File: config.mk
export PLATFORM = sky130hd
export DESIGN_NAME = lsu_mem_arbiter
export DESIGN_NICKNAME = d
export VERILOG_FILES = /design/src/rtl/lsu_mem_arbiter.sv
export SDC_FILE = /design/constraint.sdc
export NUM_CORES = 1
export LEC_CHECK = 0
export ABC_AREA = 1
export CAP_MARGIN = 40
export CORE_MARGIN = 2
export CORE_UTILIZATION = 34
export CTS_CLUSTER_DIAMETER = 40
export CTS_CLUSTER_SIZE = 30
export DETAILED_ROUTE_END_ITERATION = 16
export GPL_ROUTABILITY_DRIVEN = 1
export HOLD_SLACK_MARGIN = 0.06
export PLACE_DENSITY = 0.78
export SLEW_MARGIN = 10
export SYNTH_ARGS = -nofsm -noshare
export SYNTH_HDL_FRONTEND = slang
export SYNTH_SLANG_ARGS = --single-unit
File: constraint.sdc
create_clock -name clk -period 1.7 [get_ports clk]
set_input_delay 0.425 -clock clk [delete_from_list [all_inputs] [get_ports clk]]
set_output_delay 0.425 -clock clk [all_outputs]
set_load 0.01 [all_outputs]
File: src/rtl/lsu_mem_arbiter.sv
// lsu_mem_arbiter: arbitrates per-thread LSU read/write requests onto a single data-memory port.
// Define LSU_ARB_ROUND_ROBIN_EN for round-robin grant; default is fixed lowest-index priority.
module lsu_mem_arbiter #(
    parameter int ADDR_BITS     = 8,
    parameter int DATA_BITS     = 8,
    parameter int NUM_CONSUMERS = 4
) (
    input  logic                               clk,
    input  logic                               reset,
    input  logic [NUM_CONSUMERS-1:0]           consumer_read_valid,
    input  logic [NUM_CONSUMERS*ADDR_BITS-1:0] consumer_read_address,
    output logic [NUM_CONSUMERS-1:0]           consumer_read_ready,
    output logic [NUM_CONSUMERS*DATA_BITS-1:0] consumer_read_data,
    input  logic [NUM_CONSUMERS-1:0]           consumer_write_valid,
    input  logic [NUM_CONSUMERS*ADDR_BITS-1:0] consumer_write_address,
    input  logic [NUM_CONSUMERS*DATA_BITS-1:0] consumer_write_data,
    output logic [NUM_CONSUMERS-1:0]           consumer_write_ready,
    output logic                               mem_read_valid,
    output logic [ADDR_BITS-1:0]               mem_read_address,
    input  logic                               mem_read_ready,
    input  logic [DATA_BITS-1:0]               mem_read_data,
    output logic                               mem_write_valid,
    output logic [ADDR_BITS-1:0]               mem_write_address,
    output logic [DATA_BITS-1:0]               mem_write_data,
    input  logic                               mem_write_ready
);
    localparam int IW = (NUM_CONSUMERS > 1) ? $clog2(NUM_CONSUMERS) : 1;

    typedef enum logic [1:0] {IDLE, READ_WAITING, WRITE_WAITING, RELAYING} state_t;

    state_t                   state_q, state_d;
    logic [IW-1:0]            sel_q, sel_d, pick;
    logic                     wr_q, wr_d, found;
    logic [ADDR_BITS-1:0]     addr_q, addr_d;
    logic [DATA_BITS-1:0]     wdata_q, wdata_d, rdata_q, rdata_d;
    logic [NUM_CONSUMERS-1:0] req;
    int                       idx;
`ifdef LSU_ARB_ROUND_ROBIN_EN
    logic [IW-1:0]            ptr_q, ptr_d;
`endif

    assign req = consumer_read_valid | consumer_write_valid;

    always_ff @(posedge clk or negedge reset) begin
        if (!reset) begin
            state_q <= IDLE;
            sel_q   <= '0;
            wr_q    <= 1'b0;
            addr_q  <= '0;
            wdata_q <= '0;
            rdata_q <= '0;
`ifdef LSU_ARB_ROUND_ROBIN_EN
            ptr_q   <= '0;
`endif
        end else begin
            state_q <= state_d;
            sel_q   <= sel_d;
            wr_q    <= wr_d;
            addr_q  <= addr_d;
            wdata_q <= wdata_d;
            rdata_q <= rdata_d;
`ifdef LSU_ARB_ROUND_ROBIN_EN
            ptr_q   <= ptr_d;
`endif
        end
    end

    always_comb begin
        state_d = state_q;
        sel_d   = sel_q;
        wr_d    = wr_q;
        addr_d  = addr_q;
        wdata_d = wdata_q;
        rdata_d = rdata_q;
        found   = 1'b0;
        pick    = '0;
        idx     = 0;
`ifdef LSU_ARB_ROUND_ROBIN_EN
        ptr_d   = ptr_q;
`endif
        for (int i = 0; i < NUM_CONSUMERS; i++) begin
`ifdef LSU_ARB_ROUND_ROBIN_EN
            idx = (i + int'(ptr_q)) % NUM_CONSUMERS;
`else
            idx = i;
`endif
            if (!found && req[idx]) begin
                found = 1'b1;
                pick  = IW'(idx);
            end
        end
        case (state_q)
            IDLE: if (found) begin
                // a consumer with both requests pending gets its read first
                sel_d   = pick;
                wr_d    = !consumer_read_valid[pick];
                addr_d  = wr_d ? consumer_write_address[int'(pick)*ADDR_BITS +: ADDR_BITS]
                               : consumer_read_address[int'(pick)*ADDR_BITS +: ADDR_BITS];
                wdata_d = consumer_write_data[int'(pick)*DATA_BITS +: DATA_BITS];
                state_d = wr_d ? WRITE_WAITING : READ_WAITING;
            end
            READ_WAITING: if (mem_read_ready) begin
                rdata_d = mem_read_data;
                state_d = RELAYING;
            end
            WRITE_WAITING: if (mem_write_ready) state_d = RELAYING;
            default: if (!(wr_q ? consumer_write_valid[sel_q] : consumer_read_valid[sel_q])) begin
                state_d = IDLE;
`ifdef LSU_ARB_ROUND_ROBIN_EN
                ptr_d   = (int'(sel_q) == NUM_CONSUMERS - 1) ? '0 : sel_q + 1'b1;
`endif
            end
        endcase
    end

    always_comb begin
        mem_read_valid       = state_q == READ_WAITING;
        mem_write_valid      = state_q == WRITE_WAITING;
        mem_read_address     = mem_read_valid ? addr_q : '0;
        mem_write_address    = mem_write_valid ? addr_q : '0;
        mem_write_data       = mem_write_valid ? wdata_q : '0;
        consumer_read_ready  = '0;
        consumer_write_ready = '0;
        consumer_read_data   = '0;
        if (state_q == RELAYING) begin
            if (wr_q) begin
                consumer_write_ready[sel_q] = 1'b1;
            end else begin
                consumer_read_ready[sel_q] = 1'b1;
                consumer_read_data[int'(sel_q)*DATA_BITS +: DATA_BITS] = rdata_q;
            end
        end
    end
endmodule

Word level (Yosys, flattened, before mapping)
Cells that the tools add are included.
{"block": "totals", "ff_bits": 29, "input_bits": 116, "output_inout_bits": 66, "elab_cells": 68}
{"block": "op_classes", "n_addsub": 1, "magnitude_cmp": 3, "eq_ne": 7, "shifts": 5, "n_mux": 32, "n_bitwise": 2, "n_reduce_logical": 12}
{"operator": "32-bit by 6-bit variable part select with 8-bit output", "n": 3}
{"operator": "32-bit 2-to-1 mux", "n": 2}
{"operator": "5-bit negation with 33-bit output", "n": 1}
{"operator": "8-bit by 33-bit variable shift with 32-bit output, first input constant", "n": 1}
{"operator": "8-bit by 33-bit variable part select with 32-bit output", "n": 1}
{"operator": "32-bit bitwise AND", "n": 1}
{"operator": "8-bit 2-to-1 mux", "n": 4}
{"operator": "4-bit 2-to-1 mux", "n": 4}
{"operator": "2-bit 2-to-1 mux", "n": 7}
{"operator": "1-bit 2-to-1 mux", "n": 10}
{"operator": "1-bit binary-select mux with 2-bit select", "n": 3}
{"operator": "2-bit by 3-bit less-than comparator with 1-bit output, second input constant", "n": 2}
{"operator": "2-bit case mux with 3 select lines", "n": 1}
{"operator": "2-bit equality test, second input constant", "n": 2}
{"operator": "1-bit logical AND", "n": 4}
{"operator": "1-bit zero test", "n": 4}
{"operator": "2-bit by 1-bit inequality test with 1-bit output, second input constant", "n": 2}
{"operator": "4-bit by 3-bit inequality test with 1-bit output, second input constant", "n": 1}
{"operator": "4-bit OR", "n": 1}
{"operator": "2-bit AND reduction", "n": 2}
{"operator": "4-bit AND reduction", "n": 1}
{"operator": "1-bit demux with 2-bit select", "n": 1}
{"operator": "2-bit by 1-bit equality test with 1-bit output, second input constant", "n": 1}
{"operator": "2-bit by 1-bit greater-or-equal comparator with 1-bit output, second input constant", "n": 1}
{"operator": "2 further kinds", "n": 2}

Longest topological paths before layout
Gate-level depths: netlist (run 1).
{"block": "logic_depth", "word_depth": 16, "ltp_mapped": 15, "ltp_nobuf": 14}

Worst setup path before layout (run 1)
Ideal clock, no wire load.
{"block": "synth_timing", "path_kind": "register to output", "start": "register sel_q[0]", "end": "output port consumer_read_data[16]", "arrival_time_ns": 1.459, "required_ns": 1.275, "setup_slack_ns": -0.184, "stages_incl_launch_ff": 7, "path_buffers": 0, "cell_sequence": "dfrtp_1 > inv_1 > ha_1 > inv_1 > nor2_1 > nand2_1 > nor3_1"}
{"block": "synth_between", "elab_chain_len": 5, "word_cells_on_any_way": 6, "classes_between": "1 x add/sub; 2 x shift; 2 x mux; 1 x bitwise"}
{"item": "start, declared", "line_no": "32", "source": "logic [IW-1:0] sel_q, sel_d, pick;"}
{"item": "start signal, assigned", "line_no": "57", "source": "sel_q <= sel_d;"}
{"item": "5-bit negation with 33-bit output *", "line_no": "130", "source": "consumer_read_data[int'(sel_q)*DATA_BITS +: DATA_BITS] = rdata_q;"}
{"item": "8-bit by 33-bit variable part select with 32-bit output or 8-bit by 33-bit variable shift with 32-bit output (tied branches)", "line_no": "130"}
{"item": "32-bit bitwise AND (no line) *"}
{"item": "32-bit 2-to-1 mux *", "line_no": "126", "source": "if (wr_q) begin"}
{"item": "32-bit 2-to-1 mux *", "line_no": "125", "source": "if (state_q == RELAYING) begin"}
{"item": "end, declared", "line_no": "13", "source": "output logic [NUM_CONSUMERS*DATA_BITS-1:0] consumer_read_data,"}
Every way passes the cells marked *; elsewhere a longest branch is shown, timed or not.

Worst setup path after layout (run 1)
{"block": "layout_timing", "start": "register state_q[1]", "end": "output port consumer_read_data[30]"}
{"block": "layout_between", "elab_chain_len": 2}
{"item": "start, declared", "line_no": "31", "source": "state_t state_q, state_d;"}
{"item": "start signal, assigned", "line_no": "56", "source": "state_q <= state_d;"}
{"item": "2-bit equality test", "line_no": "125"}
{"item": "32-bit 2-to-1 mux", "line_no": "125"}
No other way between the ends.

==> Flow_metrics.wiki, run 1 <==
{| class="wikitable"
! Metric !! Value
|-
| Worst clock skew on the final layout || 1.96 ps
|-
| Worst Setup SP || state_q[1]
|-
| HPWL reported at the end of detailed placement || 8.60 mm
|-
| Clock tree from TritonCTS || done
|-
| Register bit total from synthesis || 29
|-
| Maximum level of the CTS H-tree || 2
|-
| Ant. Diodes || 0
|-
| Worst min-delay path class || in2async
|-
| Post-placement cell area || 0.00543 mm^2
|-
| First-pass GRT wire length || 18.8 mm
|-
| Residual overflow from global routing || 0
|-
| Max-slew violation count || 0
|-
| Number of unique standard cell types used by synthesis || 29
|-
| Max VDD drop || 0.000571 V
|-
| Filler Cell Count || 550
|-
| Residual antenna-violating net count after detailed routing || 0
|-
| Most area-hungry cell type in the Yosys netlist || dfrtp_1
|-
| Post-synth EDFFs || 0
|-
| Post-synth ARST share || 100%
|-
| Actual slew at the worst max-slew pin || 382 ps
|-
| Period utilisation layout || 125%
|-
| Placed cells || 805
|-
| Post-Syn Nets || 619
|-
| Synth Instances || 494
|-
| Hold-fix buffers, CTS || 0
|-
| Count of final hold-check violations || 0
|-
| Clock latency reported for the late side of the worst-skew pair || 270 ps
|-
| Cell with the most instances after synthesis || nand2_1
|-
| Critical path fanouts, max || 6
|-
| Footprint of the flip-flops and latches || 726 um^2
|-
| Core occupancy in the finished layout || 78.5%
|-
| Crit. End Element || primary output
|-
| Most used DFF post-synth || dfrtp_1
|-
| Static Leakage || 3.17 nW
|-
| Clock transition at the registers of the reported paths || 60 ps
|-
| Last element of the critical path || consumer_read_data[30]
|-
| FF-to-FF End || state_q[1]
|-
| Number of I/O pins || 182
|-
| Worst Setup Start Kind || flop
|-
| Data arrival, critical path || 1700 ps
|-
| Design Area, Final || 0.00648 mm^2
|-
| Register-to-register setup slack || -30 ps
|-
| WL per Instance || 15.4 um
|-
| Detailed router's first-iteration violation count || 172
|-
| RePlAce Congestion || 0.873
|-
| Largest net degree at the start of global routing || 30
|-
| Final cell count without fillers || 857
|-
| Unrepaired setup endpoints after global routing || true
|-
| Total power per unit cell area || 1190 mW/mm^2
|-
| Antenna violations before repair || 0
|-
| Mean Syn Cell Area || 5.87 um^2
|-
| Cell Int Power || 4.15 mW
|-
| Register area share after synthesis || 25.0%
|-
| Number of port buffers || 181
|-
| Max-capacitance violation count || 0
|-
| Multi-input gate area || 0.00250 mm^2
|-
| Worst slew margin || 74.5%
|-
| Die outline width || 96.4 um
|-
| Net switching share of the total power || 46.1%
|-
| Die boundary height || 96.4 um
|-
| Syn Std Cell Area || 0.00290 mm^2
|-
| WP data required || 1270 ps
|-
| Clock sink total || 29
|-
| Nets || 876
|-
| Path type of the worst setup path || reg2out
|-
| Switch Pwr || 3.54 mW
|-
| Count of vias placed by the detailed router || 4272
|-
| Sequential Power Share || 17.7%
|-
| Share of power burned in combinational logic || 75.4%
|-
| Top cells by area, synth || dfrtp_1, nand3_1, nand2_1, inv_1, nor2_1
|-
| Drt pass-1 iters || 4
|-
| Effective utilization at floorplan || 35.1%
|-
| Combined global-route utilization of all metal layers || 25.9%
|-
| Total DRC errors in the routed layout || 0
|-
| Worst-case setup margin in the final layout || -424 ps
|-
| Yosys Warn Count || 0
|-
| Max Buffers Root-to-Sink || 2
|-
| Worst Setup Slack post-DPL || -569 ps
|-
| Worst reg2reg path startpoint || sel_q[0]
|-
| Post-synthesis to final-layout area growth || 123%
|-
| Clk pwr share || 6.9%
|-
| Total wirelength of the detailed-routed design || 13.2 mm
|-
| Worst hold slack || 540 ps
|-
| Failing checks || negative setup slack
|-
| Die Footprint || 0.00929 mm^2
|-
| Outcome || finished with violations
|-
| Count of standard-cell rows || 33
|-
| Floorplan Core Area || 0.00826 mm^2
|-
| Number of failing setup endpoints in the final timing report || 69
|-
| Vias in the first global route || 4002
|-
| Root buffer cell || clkbuf_8
|-
| Area fraction of the dominant cell type after synthesis || 25.0%
|-
| Share of layout cells above drive strength 1 || 42.7%
|-
| Via-per-instance ratio || 4.98
|-
| Top cell types by occurrence after synthesis || nand2_1, nand3_1, inv_1
|-
| Clock buffer count from CTS || 5
|-
| Number of cells traversed by the worst register-to-register path || 9
|-
| Highest Clock Rate || 471 MHz
|-
| Min cycle time layout || 2120 ps
|}
[layer usage]
metal  track usage (%)  wire [um]
met5                 0          0
met4              7.86        352
met3              4.81       1010
met2              48.7       6910
met1              29.4       4960
[repair_timing]
item	CTS	global route
buffers inserted	25	13
setup endpoints to repair	87	88
cloned	4	7
gates resized for setup	396	115
pin swaps	34	30
[placed cells by master (no fill, tap or decap), drive strengths merged]
| master | n |
|---|---|
| o22ai | 1 |
| clkdlybuf4s50 | 107 |
| nand2 | 111 |
| dlygate4sd2 | 1 |
| dfrtp | 29 |
| buf | 152 |
| nor2 | 84 |
| clkdlybuf4s15 | 1 |
| nor4 | 8 |
| o21ai | 25 |
| clkbuf | 17 |
| o211ai | 2 |
| clkinv | 2 |
| ha | 9 |
| a31o | 1 |
| nand3 | 86 |
| a31oi | 8 |
| inv | 87 |
| nor3 | 11 |
| a21oi | 10 |
[registers in the layout (all words and copies together) (netlist names)]
register,cells
addr_q,8
sel_q,2
state_q,2
rdata_q,8
wdata_q,8
wr_q,1
[stage by stage]
step | power (mW) | TNS (ps)
after floorplan | 3.40 | -151
after global placement | 5.10 | -30500
after detailed placement | 5.21 | -33140
after CTS | 6.63 | -14790
after global routing | 8.15 | -21230
final | 7.70 | -16860
[layout make-up]
class                      count  area share, %
clock inverter                 2          0.154
inverter                      87           5.69
clock buffer                   6           1.12
tap                          105           2.03
multi-input combinational    356           38.6
timing repair buffer         272           41.2
sequential                    29           11.2
[worst min path at each step]
stage          startpoint    endpoint  slack, ps  depth (start not counted)
4_1_cts             reset  wdata_q[6]        540                          2
3_5_place_dp    addr_q[2]   addr_q[2]        530                          2
5_1_grt             reset  wdata_q[6]        570                          2
6_report            reset  wdata_q[6]        540                          2
2_1_floorplan       reset   addr_q[0]        130                          0
3_3_place_gp    addr_q[0]   addr_q[0]        520                          2
[worst max-delay path: stages (launching register included)]
cell and delay [ps]:
dfrtp_1 420, ha_4 180, nand2_4 90, nor2_4 180, nand3_4 140, buf_4 170, nor2_2 80, buf_2 140
[cells by family after synthesis]
logic type / after synthesis / share of synthesized area (%)
AND/OR/NAND/NOR: 297 / 46.4
flip-flops: 29 / 25.0
buffers and inverters: 112 / 15.9
AO/OA/AOI/OAI: 47 / 8.80
adder cells (fa/ha/maj): 9 / 3.88
[power by group through the flow]
stage	combinational (mW)	sequential (mW)	clock (mW)
finish	5.81	1.36	0.530
global route	6.18	1.40	0.572
CTS	4.79	1.29	0.551
detailed placement	3.96	1.25	0
global placement	3.87	1.23	0
floorplan	2.20	1.20	0
Power figures use the tool's default switching activity.
==> run 2: changes to the inputs <==
Settings changed: REMOVE_ABC_BUFFERS set to 1.
==> run 2 against run 1 <==
The run still ends with negative setup slack left. Critical path depth is 1 higher. Die area stayed put. Global-route usage is 0.27 points higher. Sequential share of layout area is 0.70 points higher. Highest routed layer unchanged. Non-clock buffer count is 9 lower. Total power is 9.8% lower. Sequential power is 5% lower.
==> Flow_metrics.wiki, run 2 (synthesized netlist as in run 1, its figures left out) <==
{| class="wikitable"
! Metric !! Value
|-
| Most frequent cell on the critical path || inv_2
|-
| Failing checks || negative setup slack
|-
| Total DRC errors in the routed layout || 0 (unchanged)
|-
| Count of final hold-check violations || 0 (unchanged)
|-
| Clock sink total || 29 (unchanged)
|-
| HPWL reported at the end of detailed placement || 8.55 mm (-0.62%)
|-
| Critical path fanouts, max || 5 (-1)
|-
| Worst Setup Start Kind || flop
|-
| Largest net degree at the start of global routing || 30 (unchanged)
|-
| WP data required || 1270 ps (about the same)
|-
| Worst slew margin || 54.4% (-20 points)
|-
| Die Footprint || 0.00929 mm^2 (unchanged)
|-
| Die boundary height || 96.4 um (unchanged)
|-
| Drt pass-1 iters || 4 (unchanged)
|-
| Max-slew violation count || 0 (unchanged)
|-
| Vias in the first global route || 4084 (+2.0%)
|-
| Share of layout cells above drive strength 1 || 39.4% (-3.3 points)
|-
| Ant. Diodes || 0 (unchanged)
|-
| Core occupancy in the finished layout || 73.9% (-4.6 points)
|-
| Worst Setup Slack post-DPL || -620 ps (-50.7 ps)
|-
| Slowest Stage Delay on Critical Path || 360 ps (-60 ps)
|-
| Die outline width || 96.4 um (unchanged)
|-
| Highest Clock Rate || 471 MHz (about the same)
|-
| Crit. End Element || primary output
|-
| Most frequent standard cell in the layout excluding fill and tap cells || clkdlybuf4s50_1
|-
| Count of standard-cell rows || 33 (unchanged)
|-
| Period utilisation layout || 125% (about the same)
|-
| Nets || 867 (-1.0%)
|-
| Clock buffer count from CTS || 5 (unchanged)
|-
| Max Buffers Root-to-Sink || 2 (unchanged)
|-
| Path type of the worst setup path || reg2out
|-
| Unrepaired setup endpoints after global routing || true
|-
| WL per Instance || 15.2 um (-1.6%)
|-
| Maximum level of the CTS H-tree || 2 (unchanged)
|-
| Combined global-route utilization of all metal layers || 26.1% (+0.27 points)
|-
| Antenna violations before repair || 0 (unchanged)
|-
| Number of I/O pins || 182 (unchanged)
|-
| Sum of negative setup slack || -19800 ps (-2950 ps)
|-
| Total power per unit cell area || 1140 mW/mm^2 (-4.2%)
|-
| Min cycle time layout || 2120 ps (-0.616 ps)
|-
| Outcome || finished with violations
|-
| Register-to-register setup slack || -250 ps (-220 ps)
|-
| Max stage delay cell, worst path || dfrtp_1
|-
| Filler Cell Count || 617 (+12%)
|-
| Total wirelength of the detailed-routed design || 12.9 mm (-2.6%)
|-
| Max VDD drop || 0.000525 V (-8.0%)
|-
| Post-synthesis to final-layout area growth || 110%
|-
| Registers with the highest flip-flop counts || addr_q x8, rdata_q x8, wdata_q x8
|-
| RePlAce Congestion || 0.797 (-8.6%)
|-
| Actual slew at the worst max-slew pin || 684 ps (+302 ps)
|-
| Root buffer cell || clkbuf_8
|-
| Residual antenna-violating net count after detailed routing || 0 (unchanged)
|-
| Detailed router's first-iteration violation count || 139 (-19%)
|-
| Worst-case setup margin in the final layout || -424 ps (+0.616 ps)
|-
| Effective utilization at floorplan || 35.1% (unchanged)
|-
| Data arrival, critical path || 1700 ps (about the same)
|-
| Clock transition at the registers of the reported paths || 70 ps (about the same)
|-
| Number of failing setup endpoints in the final timing report || 69 (unchanged)
|-
| Clock latency reported for the late side of the worst-skew pair || 280 ps (about the same)
|-
| Worst clock skew on the final layout || 7.48 ps (+5.52 ps)
|-
| Clock tree from TritonCTS || done
|-
| Static Leakage || 3.00 nW (-5.2%)
|-
| Max-capacitance violation count || 0 (unchanged)
|-
| First-pass GRT wire length || 18.9 mm (+0.66%)
|-
| Number of port buffers || 181 (unchanged)
|-
| Count of vias placed by the detailed router || 4189 (-1.9%)
|-
| Commonest non-fill, non-tap cells in the layout || clkdlybuf4s50_1, nand3_1, nand2_1, nor2_1, buf_6
|-
| Hold-fix buffers, CTS || 0 (unchanged)
|-
| Floorplan Core Area || 0.00826 mm^2 (unchanged)
|-
| Residual overflow from global routing || 0 (unchanged)
|-
| Via-per-instance ratio || 4.94 (-0.90%)
|-
| Worst min-delay path class || in2async
|-
| Cells traversed along the worst timing path || inv_2, ha_4, inv_2, nor2_4, nand2_2, buf_6, nor3_2, buf_2
|}
[run 2: cell count changes in the layout (fill, tap and decap cells not counted), moves of 6 or more]
cell	delta
nor4_4	-7
nor4_2	+6
nand3_1	+6
inv_1	+6
nor2_1	+7
buf_4	-7
nand2_4	-6
[run 2: metal layers]
metal	global-route usage [%]	wire length, um	vias to the layer above
li1	-	-	2058
met1	28.3	4600	1918
met2	51.0	7020	189
met3	5.28	1020	24
met4	7.28	237	0
met5	0	0	-
[run 2: worst paths after layout]
check | startpoint | to | depth (start not counted)
max in group asynchronous | reset | addr_q[3] | 1
min in group clk | addr_q[2] | addr_q[2] | 2
setup / recovery | sel_q[0] | consumer_read_data[12] | 8
hold / removal | reset | wr_q | 1
hold reg to reg | addr_q[2] | addr_q[2] | 2
setup reg to reg | state_q[1] | state_q[0] | 12
[run 2: area by class of cell]
type	count	area (um^2)	area share, %
sequential	29	726	11.9
inverter	87	344	5.64
multi-input combinational	356	2290	37.6
clock inverter	3	17.5	0.287
clock buffer	5	68.8	1.13
timing repair buffer	263	2520	41.3
tap	105	131	2.15
[run 2: per-stage QoR]
stage | total power, mW | instances | hold WS [ps] | area, um^2
2_1_floorplan | 2.84 | 469 | 129 | 2770
3_3_place_gp | 4.58 | 806 | 499 | 5180
3_5_place_dp | 4.69 | 806 | 502 | 5180
4_1_cts | 5.96 | 835 | 197 | 5550
5_1_grt | 7.44 | 848 | 218 | 6100
6_report | 6.94 | 848 | 181 | 6100
[run 2: where the power goes]
part           leakage [nW]  switching (mW)  internal, mW
registers             0.335           0.264          1.03
clock network        0.0439           0.282         0.282
logic                  2.62            2.66          2.43
[run 2: repair_timing]
action | 4_1_cts | 5_1_grt
pin swaps | 19 | 29
gates cloned | 6 | 3
buffers inserted | 16 | 12
gates resized for setup | 376 | 144
endpoints found under the setup margin | 85 | 91
[run 2: critical path, delay by kind of cell, from the launching register on]
kind	cells	cell delay [ps]
and+or+nand+nor	3	340
DFF	1	360
buffers and inverters	4	440
adders and majority gates	1	290
==> run 3: changes to the inputs <==
Settings changed: CAP_MARGIN 40 to 20.
==> results of run 3 <==
No change in the layout: final DEF, timing and power equal those of run 2.
